[src/rtl/wb_arb_pkg.sv]
// -----------------------------------------------------------------------------
// wb_arb_pkg
// Shared types and default constants for the vector write-port arbiter.
//   arb_state_e : arbitration state (IDLE / PEND / FORCE)
//   wb_entry_t  : one pending-buffer entry at the default geometry
//   *_DEF       : default width, depth and starvation-limit constants
// Configuration macro used elsewhere: WB_PORT_ARBITER_PERF_EN.
// -----------------------------------------------------------------------------
package wb_arb_pkg;

  localparam int unsigned V_DEF        = 256;
  localparam int unsigned R_DEF        = 5;
  localparam int unsigned DEPTH_DEF    = 2;
  localparam int unsigned MAX_WAIT_DEF = 4;

  typedef enum logic [1:0] {
    IDLE  = 2'd0,
    PEND  = 2'd1,
    FORCE = 2'd2
  } arb_state_e;

  typedef struct packed {
    logic             valid;
    logic [R_DEF-1:0] addr;
    logic [V_DEF-1:0] data;
  } wb_entry_t;

endpackage

[src/rtl/wb_pend_fifo.sv]
// -----------------------------------------------------------------------------
// wb_pend_fifo
// Pending buffer for long-latency vector results that lost the write port.
// Circular buffer with per-entry valid bit; a valid bit can be cleared in
// place (write-after-write squash) without disturbing ordering.
// Ports:
//   clk, rst             clock, asynchronous active-low reset
//   push/push_addr/data  append an entry at the tail (valid=1)
//   pop                  retire the head entry (written or squashed)
//   squash_en/addr       clear valid of every buffered entry matching addr
//   head_valid/addr/data current head entry
//   count, count_next    occupancy now and after this cycle's push/pop
//   any_valid            OR of all entry valid bits
//   squash_hit           at least one entry was squashed this cycle
// -----------------------------------------------------------------------------
module wb_pend_fifo
  import wb_arb_pkg::*;
#(
  parameter int unsigned V     = V_DEF,
  parameter int unsigned R     = R_DEF,
  parameter int unsigned DEPTH = DEPTH_DEF
) (
  input  logic                     clk,
  input  logic                     rst,
  input  logic                     push,
  input  logic [R-1:0]             push_addr,
  input  logic [V-1:0]             push_data,
  input  logic                     pop,
  input  logic                     squash_en,
  input  logic [R-1:0]             squash_addr,
  output logic                     head_valid,
  output logic [R-1:0]             head_addr,
  output logic [V-1:0]             head_data,
  output logic [$clog2(DEPTH):0]   count,
  output logic [$clog2(DEPTH):0]   count_next,
  output logic                     any_valid,
  output logic                     squash_hit
);

  localparam int unsigned PW = $clog2(DEPTH);
  localparam int unsigned CW = PW + 1;

  logic [DEPTH-1:0] valid_q, valid_d;
  logic [R-1:0]     addr_q [DEPTH];
  logic [V-1:0]     data_q [DEPTH];
  logic [PW-1:0]    rd_ptr_q, rd_ptr_d;
  logic [PW-1:0]    wr_ptr_q, wr_ptr_d;
  logic [CW-1:0]    count_q, count_d;
  logic [DEPTH-1:0] hit;

  // Per-entry address compare against the pipeline destination.
  genvar gi;
  generate
    for (gi = 0; gi < DEPTH; gi++) begin : g_cmp
      assign hit[gi] = squash_en & valid_q[gi] & (addr_q[gi] == squash_addr);
    end
  endgenerate

  always_comb begin
    valid_d  = valid_q & ~hit;
    rd_ptr_d = rd_ptr_q;
    wr_ptr_d = wr_ptr_q;
    count_d  = count_q;
    // Valid is cleared on pop so any_valid never sees a stale retired slot.
    if (pop) begin
      valid_d[rd_ptr_q] = 1'b0;
      rd_ptr_d          = rd_ptr_q + 1'b1;
    end
    // The tail slot is never occupied when a push is allowed, so it cannot
    // collide with the pop or squash updates above.
    if (push) begin
      valid_d[wr_ptr_q] = 1'b1;
      wr_ptr_d          = wr_ptr_q + 1'b1;
    end
    if (push && !pop) begin
      count_d = count_q + 1'b1;
    end else if (pop && !push) begin
      count_d = count_q - 1'b1;
    end
  end

  always_ff @(posedge clk or negedge rst) begin
    if (!rst) begin
      valid_q  <= '0;
      rd_ptr_q <= '0;
      wr_ptr_q <= '0;
      count_q  <= '0;
    end else begin
      valid_q  <= valid_d;
      rd_ptr_q <= rd_ptr_d;
      wr_ptr_q <= wr_ptr_d;
      count_q  <= count_d;
    end
  end

  // Payload needs no reset: it is only observed through a set valid bit.
  always_ff @(posedge clk) begin
    if (push) begin
      addr_q[wr_ptr_q] <= push_addr;
      data_q[wr_ptr_q] <= push_data;
    end
  end

  assign head_valid = valid_q[rd_ptr_q];
  assign head_addr  = addr_q[rd_ptr_q];
  assign head_data  = data_q[rd_ptr_q];
  assign count      = count_q;
  assign count_next = count_d;
  assign any_valid  = |valid_q;
  assign squash_hit = |hit;

endmodule

[src/rtl/wb_port_arbiter.sv]
// -----------------------------------------------------------------------------
// wb_port_arbiter
// Shares the vector register-file write port between the pipeline writeback
// (fixed priority) and a long-latency requester with a valid/ready handshake.
// Requester results that lose the port are buffered and drained in free
// cycles; a starving head raises ArbStall to request a writeback bubble.
// Ports:
//   clk, rst                       clock, asynchronous active-low reset
//   RegWriteVWi/WA3Wi/ResultVWi    pipeline vector write
//   LvValid/LvReady/LvWA3/LvData   long-latency requester handshake
//   WEV3/WAV3/WDV3                 register-file write port
//   ArbStall                       bubble request to the hazard unit
//   PendBusy                       a valid entry is buffered
//   PerfStall/PerfSquash/PerfBypass  saturating counters, only when the
//                                  macro WB_PORT_ARBITER_PERF_EN is defined
// -----------------------------------------------------------------------------
module wb_port_arbiter
  import wb_arb_pkg::*;
#(
  parameter int unsigned V        = V_DEF,
  parameter int unsigned R        = R_DEF,
  parameter int unsigned DEPTH    = DEPTH_DEF,
  parameter int unsigned MAX_WAIT = MAX_WAIT_DEF
) (
  input  logic         clk,
  input  logic         rst,
  input  logic         RegWriteVWi,
  input  logic [R-1:0] WA3Wi,
  input  logic [V-1:0] ResultVWi,
  input  logic         LvValid,
  output logic         LvReady,
  input  logic [R-1:0] LvWA3,
  input  logic [V-1:0] LvData,
  output logic         WEV3,
  output logic [R-1:0] WAV3,
  output logic [V-1:0] WDV3,
  output logic         ArbStall,
  output logic         PendBusy
`ifdef WB_PORT_ARBITER_PERF_EN
  ,
  output logic [31:0]  PerfStall,
  output logic [31:0]  PerfSquash,
  output logic [31:0]  PerfBypass
`endif
);

  localparam int unsigned CW = $clog2(DEPTH) + 1;
  localparam int unsigned WW = $clog2(MAX_WAIT + 1);

  logic          head_valid;
  logic [R-1:0]  head_addr;
  logic [V-1:0]  head_data;
  logic [CW-1:0] count, count_next;
  logic          any_valid, squash_hit;
  logic          buf_empty, xfer, in_discard, bypass, push, pop;

  arb_state_e    state_q, state_d;
  logic [WW-1:0] wait_q, wait_d;

  // Ready depends on registered occupancy only; held low during reset so a
  // requester cannot sneak a bypass write through while the port is reset.
  assign buf_empty  = (count == '0);
  assign LvReady    = rst & (count < CW'(DEPTH));
  assign xfer       = LvValid & LvReady;
  // Same-cycle pipeline write to the same register makes the result stale.
  assign in_discard = xfer & RegWriteVWi & (LvWA3 == WA3Wi);
  assign bypass     = xfer & ~RegWriteVWi & buf_empty;
  assign push       = xfer & ~bypass & ~in_discard;
  // Any non-pipeline cycle retires the head: written if valid, dropped if not.
  assign pop        = ~RegWriteVWi & ~buf_empty;

  wb_pend_fifo #(
    .V     (V),
    .R     (R),
    .DEPTH (DEPTH)
  ) u_fifo (
    .clk         (clk),
    .rst         (rst),
    .push        (push),
    .push_addr   (LvWA3),
    .push_data   (LvData),
    .pop         (pop),
    .squash_en   (RegWriteVWi),
    .squash_addr (WA3Wi),
    .head_valid  (head_valid),
    .head_addr   (head_addr),
    .head_data   (head_data),
    .count       (count),
    .count_next  (count_next),
    .any_valid   (any_valid),
    .squash_hit  (squash_hit)
  );

  // Port select.
  always_comb begin
    WEV3 = 1'b0;
    WAV3 = '0;
    WDV3 = '0;
    if (RegWriteVWi) begin
      WEV3 = 1'b1;
      WAV3 = WA3Wi;
      WDV3 = ResultVWi;
    end else if (!buf_empty && head_valid) begin
      WEV3 = 1'b1;
      WAV3 = head_addr;
      WDV3 = head_data;
    end else if (bypass) begin
      WEV3 = 1'b1;
      WAV3 = LvWA3;
      WDV3 = LvData;
    end
  end

  // Wait counter: cycles the valid head lost the port; saturates at MAX_WAIT.
  always_comb begin
    wait_d = wait_q;
    if (pop) begin
      wait_d = '0;
    end else if (!buf_empty && head_valid && RegWriteVWi && (wait_q < WW'(MAX_WAIT))) begin
      wait_d = wait_q + 1'b1;
    end
  end

  // FSM: state register.
  always_ff @(posedge clk or negedge rst) begin
    if (!rst) begin
      state_q <= IDLE;
      wait_q  <= '0;
    end else begin
      state_q <= state_d;
      wait_q  <= wait_d;
    end
  end

  // FSM: next state.
  always_comb begin
    state_d = state_q;
    unique case (state_q)
      IDLE: begin
        if (count_next != '0) state_d = PEND;
      end
      PEND: begin
        if (count_next == '0)                  state_d = IDLE;
        else if (wait_d == WW'(MAX_WAIT))      state_d = FORCE;
      end
      FORCE: begin
        if (count_next == '0) state_d = IDLE;
        else if (pop)         state_d = PEND;
      end
      default: state_d = IDLE;
    endcase
  end

  // FSM: outputs.
  always_comb begin
    ArbStall = (state_q == FORCE);
    PendBusy = any_valid;
  end

`ifdef WB_PORT_ARBITER_PERF_EN
  logic [31:0] stall_cycles_q, stall_cycles_d;
  logic [31:0] squash_count_q, squash_count_d;
  logic [31:0] bypass_count_q, bypass_count_d;

  always_comb begin
    stall_cycles_d = stall_cycles_q;
    squash_count_d = squash_count_q;
    bypass_count_d = bypass_count_q;
    if (ArbStall && (stall_cycles_q != '1)) stall_cycles_d = stall_cycles_q + 32'd1;
    // One count per cycle with any squash, buffered or incoming.
    if ((squash_hit || in_discard) && (squash_count_q != '1)) squash_count_d = squash_count_q + 32'd1;
    if (bypass && (bypass_count_q != '1)) bypass_count_d = bypass_count_q + 32'd1;
  end

  always_ff @(posedge clk or negedge rst) begin
    if (!rst) begin
      stall_cycles_q <= '0;
      squash_count_q <= '0;
      bypass_count_q <= '0;
    end else begin
      stall_cycles_q <= stall_cycles_d;
      squash_count_q <= squash_count_d;
      bypass_count_q <= bypass_count_d;
    end
  end

  assign PerfStall  = stall_cycles_q;
  assign PerfSquash = squash_count_q;
  assign PerfBypass = bypass_count_q;
`else
  logic perf_unused;
  assign perf_unused = squash_hit;
`endif

endmodule

[config.mk]
export PLATFORM = sky130hd
export DESIGN_NAME = wb_port_arbiter
export DESIGN_NICKNAME = d
export VERILOG_FILES = /design/src/rtl/wb_arb_pkg.sv /design/src/rtl/wb_pend_fifo.sv /design/src/rtl/wb_port_arbiter.sv
export SDC_FILE = /design/constraint.sdc
export NUM_CORES = 1
export LEC_CHECK = 0
export ABC_AREA = 1
export CORE_AREA = 2 2 306 308
export CTS_CLUSTER_DIAMETER = 150
export DETAILED_ROUTE_END_ITERATION = 7
export DIE_AREA = 0 0 308 310
export DONT_BUFFER_PORTS = 1
export PLACE_DENSITY_LB_ADDON = 0.25
export SLEW_MARGIN = 20
export SYNTH_ARGS = -nofsm -noshare
export SYNTH_HDL_FRONTEND = slang
export SYNTH_SLANG_ARGS = --single-unit
[constraint.sdc]
create_clock -name clk -period 19.7 [get_ports clk]
set_input_delay 1.97 -clock clk [delete_from_list [all_inputs] [get_ports clk]]
set_output_delay 1.97 -clock clk [all_outputs]
set_load 0.02 [all_outputs]
==> run_results.csv, run 1 <==
group,metric,value,unit
finish,layout.nets,3089,
logic_synthesis,syn_nets,3179,
setup_path,crit_fanout,167,
sta,tightest_slew,1100,ps
finish,final_common_cell,"nand2_1",
clock_tree,cts_hold_buf,0,
finish,fin_util,0.308,
placement,place_ws,13070,ps
floorplanning,num_rows,112,
logic_synthesis,syn_inst,2651,
floorplanning,die_w,308,um
logic_synthesis,synth-edff-count,522,
route,routed_via_density,4.66,
route,wl_per_cell,18.9,um
finish,layout_common_cells,"nand2_1 (1,072), edfxtp_1 (522), o22ai_1 (261), inv_1 (173), a21oi_1 (137)",
clock_tree,cts_setup_buffers,0,
power_and_ir_drop,power_density,128,mW/mm^2
logic_synthesis,yosysWarningCount,0,
route,drc_errors,0,
sta,report.final.slew_viol_count,0,
finish,area_delta_synth_final,10.3,%
global_routing,grt_pass1_wl,101000,um
sta,slew_headroom,0.269,
clock_tree,ctsResizeCount,0,
setup_path,path_cells,"inv_8 > buf_4 > buf_4 > nand2_1 > o22ai_1 > inv_2",
floorplanning,initial_core_util,0.279,
clock_tree,cts-root-buf,"clkbuf_16",
global_routing,grt.total_usage,0.139,
floorplanning,coreArea,0.0925,sq mm
clock_tree,clk_pin_slew,60,ps
logic_synthesis,synthArstFlopShare,0.0206,
setup_path,critPathKind,"input port to output pin",
placement,gp_congestion,0.906,
route,vias,17700,
finish,fillers,9567,
sta,clock-skew-final,16.8,ps
logic_synthesis,synth-main-ff-cell,"edfxtp_1",
logic_synthesis,avgSynthCellArea,9.74,sq um
sta,fin_crit,6640,ps
setup_path,cp_slowest_cell,"buf_4",
route,first_iter_violations,1092,
worst_hold_path,min_path_type,"flop to flop",
setup_path,worst_path_most_repeated_cell,"buf_4",
clock_tree,numCtsBuffers,59,
clock_tree,cts_max_path_buffers,3,
global_routing,grt_overflow,0,
power_and_ir_drop,peakVddDrop,0.000105,V
global_routing,antenna_found_initial,7,
finish,drive_above_1_share,0.137,
floorplanning,io_pins,791,
logic_synthesis,synth_seq_area_share,0.618,
clock_tree,cts.sinks,533,
setup_path,cpPeakStageDelay,800,ps
setup_path,critPathBufInv,4,
sta,grt_setup_unrepaired,"false",
sta,fmax,151,MHz
setup_path,worstPathRequired,17730,ps
sta,setup_viol,0,
route,ant_nets,0,
placement,port_buffers,0,
logic_synthesis,ys_types,33,
setup_path,critPathTopFamily,"buffers and inverters",
setup_path,start_kind,"input port",
floorplanning,die_h,310,um
finish,multiInputGateArea,0.00783,sq mm
logic_synthesis,synth.cell_area,0.0258,sq mm
setup_path,endpoint_kind,"output pin",
logic_synthesis,ys_ff_latch,533,
route,wl,72100,um
power_and_ir_drop,p_leak,10.7,nW
global_routing,grt_max_degree,195,
sta,finalCritPeriodShare,0.337,
clock_tree,cts_tree,"yes",
clock_tree,htree_num_levels,2,
route,first_pass_iters,7,
sta,finalHoldViolCount,0,
sta,tns,0,ps
finish,regArea,0.0160,sq mm
global_routing,grt_pass1_vias,16000,
placement,dp_hpwl,48500,um
setup_path,worst_ep_arrival_time,4670,ps
clock_tree,clock_latency,590,ps
run,maxCapViolations,0,
outcome,status,"completed",
floorplanning,dieArea,0.0955,sq mm
power_and_ir_drop,power,3.64,mW
sta,setup_ws,13060,ps
-- registers in the layout, indices dropped and copies added, names as in the netlist --
register         flops
wait_q               3
u_fifo.rd_ptr_q      1
state_q              2
u_fifo.wr_ptr_q      1
u_fifo.count         2
u_fifo.valid_q       2
u_fifo.addr_q       10
u_fifo.data_q      512
-- synthesized netlist by cell type, types with 2 or more instances --
master / count / share of area
a21oi_1: 137 / 0.027
a21oi_2: 127 / 0.043
a22oi_1: 3 / 0.00087
buf_1: 5 / 0.00073
buf_2: 47 / 0.0091
buf_4: 22 / 0.0064
buf_6: 23 / 0.010
clkbuf_1: 75 / 0.011
dfrtp_1: 11 / 0.011
edfxtp_1: 522 / 0.61
ha_1: 2 / 0.00097
inv_1: 174 / 0.025
inv_2: 116 / 0.017
nand2_1: 1072 / 0.16
nand3_1: 8 / 0.0016
nand3b_1: 2 / 0.00058
nand4_1: 7 / 0.0017
nor2_1: 12 / 0.0017
o211ai_1: 2 / 0.00058
o21ai_0: 9 / 0.0017
o22ai_1: 261 / 0.063
xor2_1: 3 / 0.0010
-- report_power, final --
part / internal, mW / switching (mW) / leakage (nW)
Sequential: 1.38 / 0.0271 / 4.88
Combinational: 0.251 / 0.916 / 4.90
Clock: 0.629 / 0.438 / 0.916
-- worst reg2reg max path, cell delays in order, from the launching register on --
cell and delay (ps):
dfrtp_1 400, nor2_2 570, nand2_1 300, a21oi_1 340, nand2_1 250, nor2_4 440, buf_4 780, buf_4 940
-- metrics by stage --
stage	area, sq um	instances	hold WS, ps
after floorplan	25800	2651	472
after global placement	26600	3697	529
after detailed placement	26600	3697	535
after CTS	28500	3805	553
after global routing	28500	3810	596
final	28500	3810	551
-- cell type report --
| type | instances | area share |
|---|---|---|
| Antenna cell | 5 | 0.000439 |
| Timing Repair Buffer | 22 | 0.00712 |
| Clock inverter | 31 | 0.00980 |
| Inverter | 291 | 0.0391 |
| Multi-Input combinational cell | 1654 | 0.275 |
| Clock buffer | 77 | 0.0557 |
| Tap cell | 1197 | 0.0526 |
| Sequential cell | 533 | 0.560 |
-- path summary, 6_finish.rpt --
| path | from | to | depth (start not counted) | slack (ps) |
|---|---|---|---|---|
| setup / recovery | RegWriteVWi | WDV3[132] | 6 | 13060 |
| hold / removal | state_q[1]$_DFFE_PN0P_ | state_q[0]$_DFFE_PN0P_ | 3 | 550 |
| setup reg to reg | u_fifo.count[1]$_DFF_PN0_ | u_fifo.data_q[0][141]$_DFFE_PP_ | 7 | 15210 |
| hold reg to reg | state_q[1]$_DFFE_PN0P_ | state_q[0]$_DFFE_PN0P_ | 3 | 550 |
| max in group asynchronous | rst | u_fifo.rd_ptr_q$_DFFE_PN0N_ | 0 | 18560 |
| min in group asynchronous | rst | u_fifo.rd_ptr_q$_DFFE_PN0N_ | 0 | 1070 |
-- kinds of logic after synthesis --
| family | count (synthesis) | share of synthesized area |
|---|---|---|
| buf+inv | 464 | 0.0797 |
| xor+xnor | 3 | 0.00102 |
| simple gates | 1105 | 0.163 |
| fa+ha+maj | 2 | 0.000969 |
| flops | 533 | 0.618 |
| compound gates | 544 | 0.138 |
-- routing by layer --
metal	up-vias	global-route usage	share of wire
met5	-	0	0.00032
met4	4	0.0424	0.025
met3	99	0.0354	0.069
met2	596	0.242	0.50
met1	8292	0.168	0.41
li1	8756	-	-
No activity file was read; power rests on OpenSTA's default activity.
==> inputs of run 2 (changes only) <==
- clock period: 19.7 -> 6.5 ns (I/O delays scaled with it)
==> run_results.csv, run 2 (synthesis gave the netlist of run 1 again) <==
group,metric,value,unit
sta,fmax,243,MHz
setup_path,worst_path_most_repeated_cell,"buf_4",
worst_hold_path,hold_path_depth,0,
global_routing,grt_max_degree,201,
worst_hold_path,min_path_type,"input port to flop",
floorplanning,initial_core_util,0.279,
setup_path,worst_ep_arrival_time,3460,ps
finish,reg.largest.list,"u_fifo.data_q (512), u_fifo.addr_q (10), wait_q (3)",
clock_tree,numCtsBuffers,57,
setup_path,critPathKind,"flop to output pin",
route,routed_via_density,4.65,
setup_path,start_kind,"flop",
setup_path,worstPathRequired,5850,ps
run,maxCapViolations,0,
route,drc_errors,0,
power_and_ir_drop,p_leak,10.7,nW
floorplanning,die_w,308,um
setup_path,path_cells,"buf_4 > buf_4 > nand2_1 > a21oi_1 > o22ai_1 > inv_1",
clock_tree,cts-root-buf,"clkbuf_16",
floorplanning,dieArea,0.0955,sq mm
setup_path,cpPeakStageDelay,780,ps
placement,port_buffers,0,
sta,slew_headroom,0.337,
global_routing,grt_overflow,0,
clock_tree,clk_pin_slew,70,ps
floorplanning,coreArea,0.0925,sq mm
sta,grt_setup_unrepaired,"false",
setup_path,r2r_start,"u_fifo.count[1]$_DFF_PN0_",
sta,tightest_slew,994,ps
placement,dp_hpwl,48300,um
setup_path,cp_slowest_cell,"buf_4",
global_routing,antenna_found_initial,7,
floorplanning,num_rows,112,
sta,fin_crit,4110,ps
power_and_ir_drop,power,10.9,mW
global_routing,grt_pass1_vias,16000,
sta,setup_viol,0,
finish,fin_util,0.309,
setup_path,r2r_cells,7,
power_and_ir_drop,peakVddDrop,0.000279,V
placement,dp_cells,3707,
power_and_ir_drop,power_density,382,mW/mm^2
floorplanning,io_pins,791,
outcome,status,"completed",
finish,multiInputGateArea,0.00783,sq mm
clock_tree,ctsResizeCount,0,
finish,finalNonFillerCells,3819,
clock_tree,cts_setup_buffers,0,
sta,clock-skew-final,17.5,ps
setup_path,crit_fanout,72,
sta,fin_hold_ws,136,ps
route,vias,17800,
finish,top_register,"u_fifo.data_q",
sta,setup_ws,2390,ps
global_routing,grt.total_usage,0.139,
sta,report.final.slew_viol_count,0,
worst_hold_path,min_from,"LvData[24]",
sta,finalHoldViolCount,0,
global_routing,grt_pass1_wl,101000,um
finish,layout.nets,3098,
finish,regArea,0.0160,sq mm
finish,drive_above_1_share,0.140,
route,first_iter_violations,1044,
route,first_pass_iters,5,
clock_tree,cts_tree,"yes",
sta,finalCritPeriodShare,0.633,
finish,final_common_cell,"nand2_1",
finish,largest_reg_flops,512,
finish,area_delta_synth_final,10.6,%
clock_tree,clock_latency,600,ps
floorplanning,die_h,310,um
clock_tree,cts.sinks,533,
placement,gp_congestion,0.862,
setup_path,reg2reg_slack,2890,ps
finish,fillers,9517,
placement,place_ws,2380,ps
clock_tree,htree_num_levels,2,
worst_hold_path,hold_path_end,"u_fifo.data_q[1][24]$_DFFE_PP_",
route,ant_nets,0,
clock_tree,cts_max_path_buffers,3,
route,wl_per_cell,18.9,um
setup_path,worstReg2RegEnd,"u_fifo.data_q[0][121]$_DFFE_PP_",
finish,layout_common_cells,"nand2_1 (1,072), edfxtp_1 (522), o22ai_1 (261), inv_1 (173), a21oi_1 (137)",
route,wl,72100,um
setup_path,endpoint_kind,"output pin",
==> run 2: cell types whose count changed in the layout (fill, tap and decap cells not counted), moves of 2 or more <==
cell,delta
clkbuf_16,-2
clkbuf_1,-10
clkinv_1,+9
clkinvlp_4,+2
bufinv_16,-3
buf_12,+9
==> run 2: repair_timing <==
action                     CTS  global route
hold endpoints to repair    11             0
setup endpoints to repair    0             0
hold buffers                 1             0
==> run 2: area by class of cell <==
class / instances / area share
antenna: 4 / 0.000350
clock inverter: 42 / 0.00911
multi-input combinational: 1654 / 0.274
sequential: 533 / 0.559
tap: 1197 / 0.0524
timing repair buffer: 33 / 0.0140
clock buffer: 65 / 0.0525
inverter: 291 / 0.0390
==> run 2: worst max-delay path by stage <==
stage,start,endpoint,cells after the start
after floorplan,rst,u_fifo.addr_q[0][0]$_DFFE_PP_,6
after global placement,rst,u_fifo.data_q[1][151]$_DFFE_PP_,7
after detailed placement,rst,u_fifo.data_q[0][247]$_DFFE_PP_,8
after CTS,u_fifo.count[1]$_DFF_PN0_,WDV3[31],9
after global routing,u_fifo.count[1]$_DFF_PN0_,WDV3[27],9
final,u_fifo.rd_ptr_q$_DFFE_PN0N_,WDV3[152],6
==> run 2: worst max-delay path, delay by kind of cell (launching register included) <==
kind / cells / cell delay, ps
flip-flops: 1 / 460
AND/OR/NAND/NOR: 1 / 100
buffers and inverters: 3 / 1680
AO/OA/AOI/OAI: 2 / 410
==> run 2: metrics by stage <==
stage	setup TNS, ps	area (sq um)
6_report	0	28600
5_1_grt	0	28600
3_5_place_dp	0	26800
2_1_floorplan	-1257320	25800
3_3_place_gp	0	26800
4_1_cts	0	28600
==> run 2: routing by layer <==
layer  vias to the layer above  track usage  part of all wire
met5                         -            0           0.00037
met1                      8286        0.169              0.41
li1                       8774            -                 -
met2                       594        0.239              0.49
met3                       101       0.0369             0.071
met4                         4       0.0428             0.026
==> run 2: power breakdown <==
part / internal, mW / switching (mW)
Clock: 1.73 / 1.34
Combinational: 0.811 / 2.78
Sequential: 4.18 / 0.0839
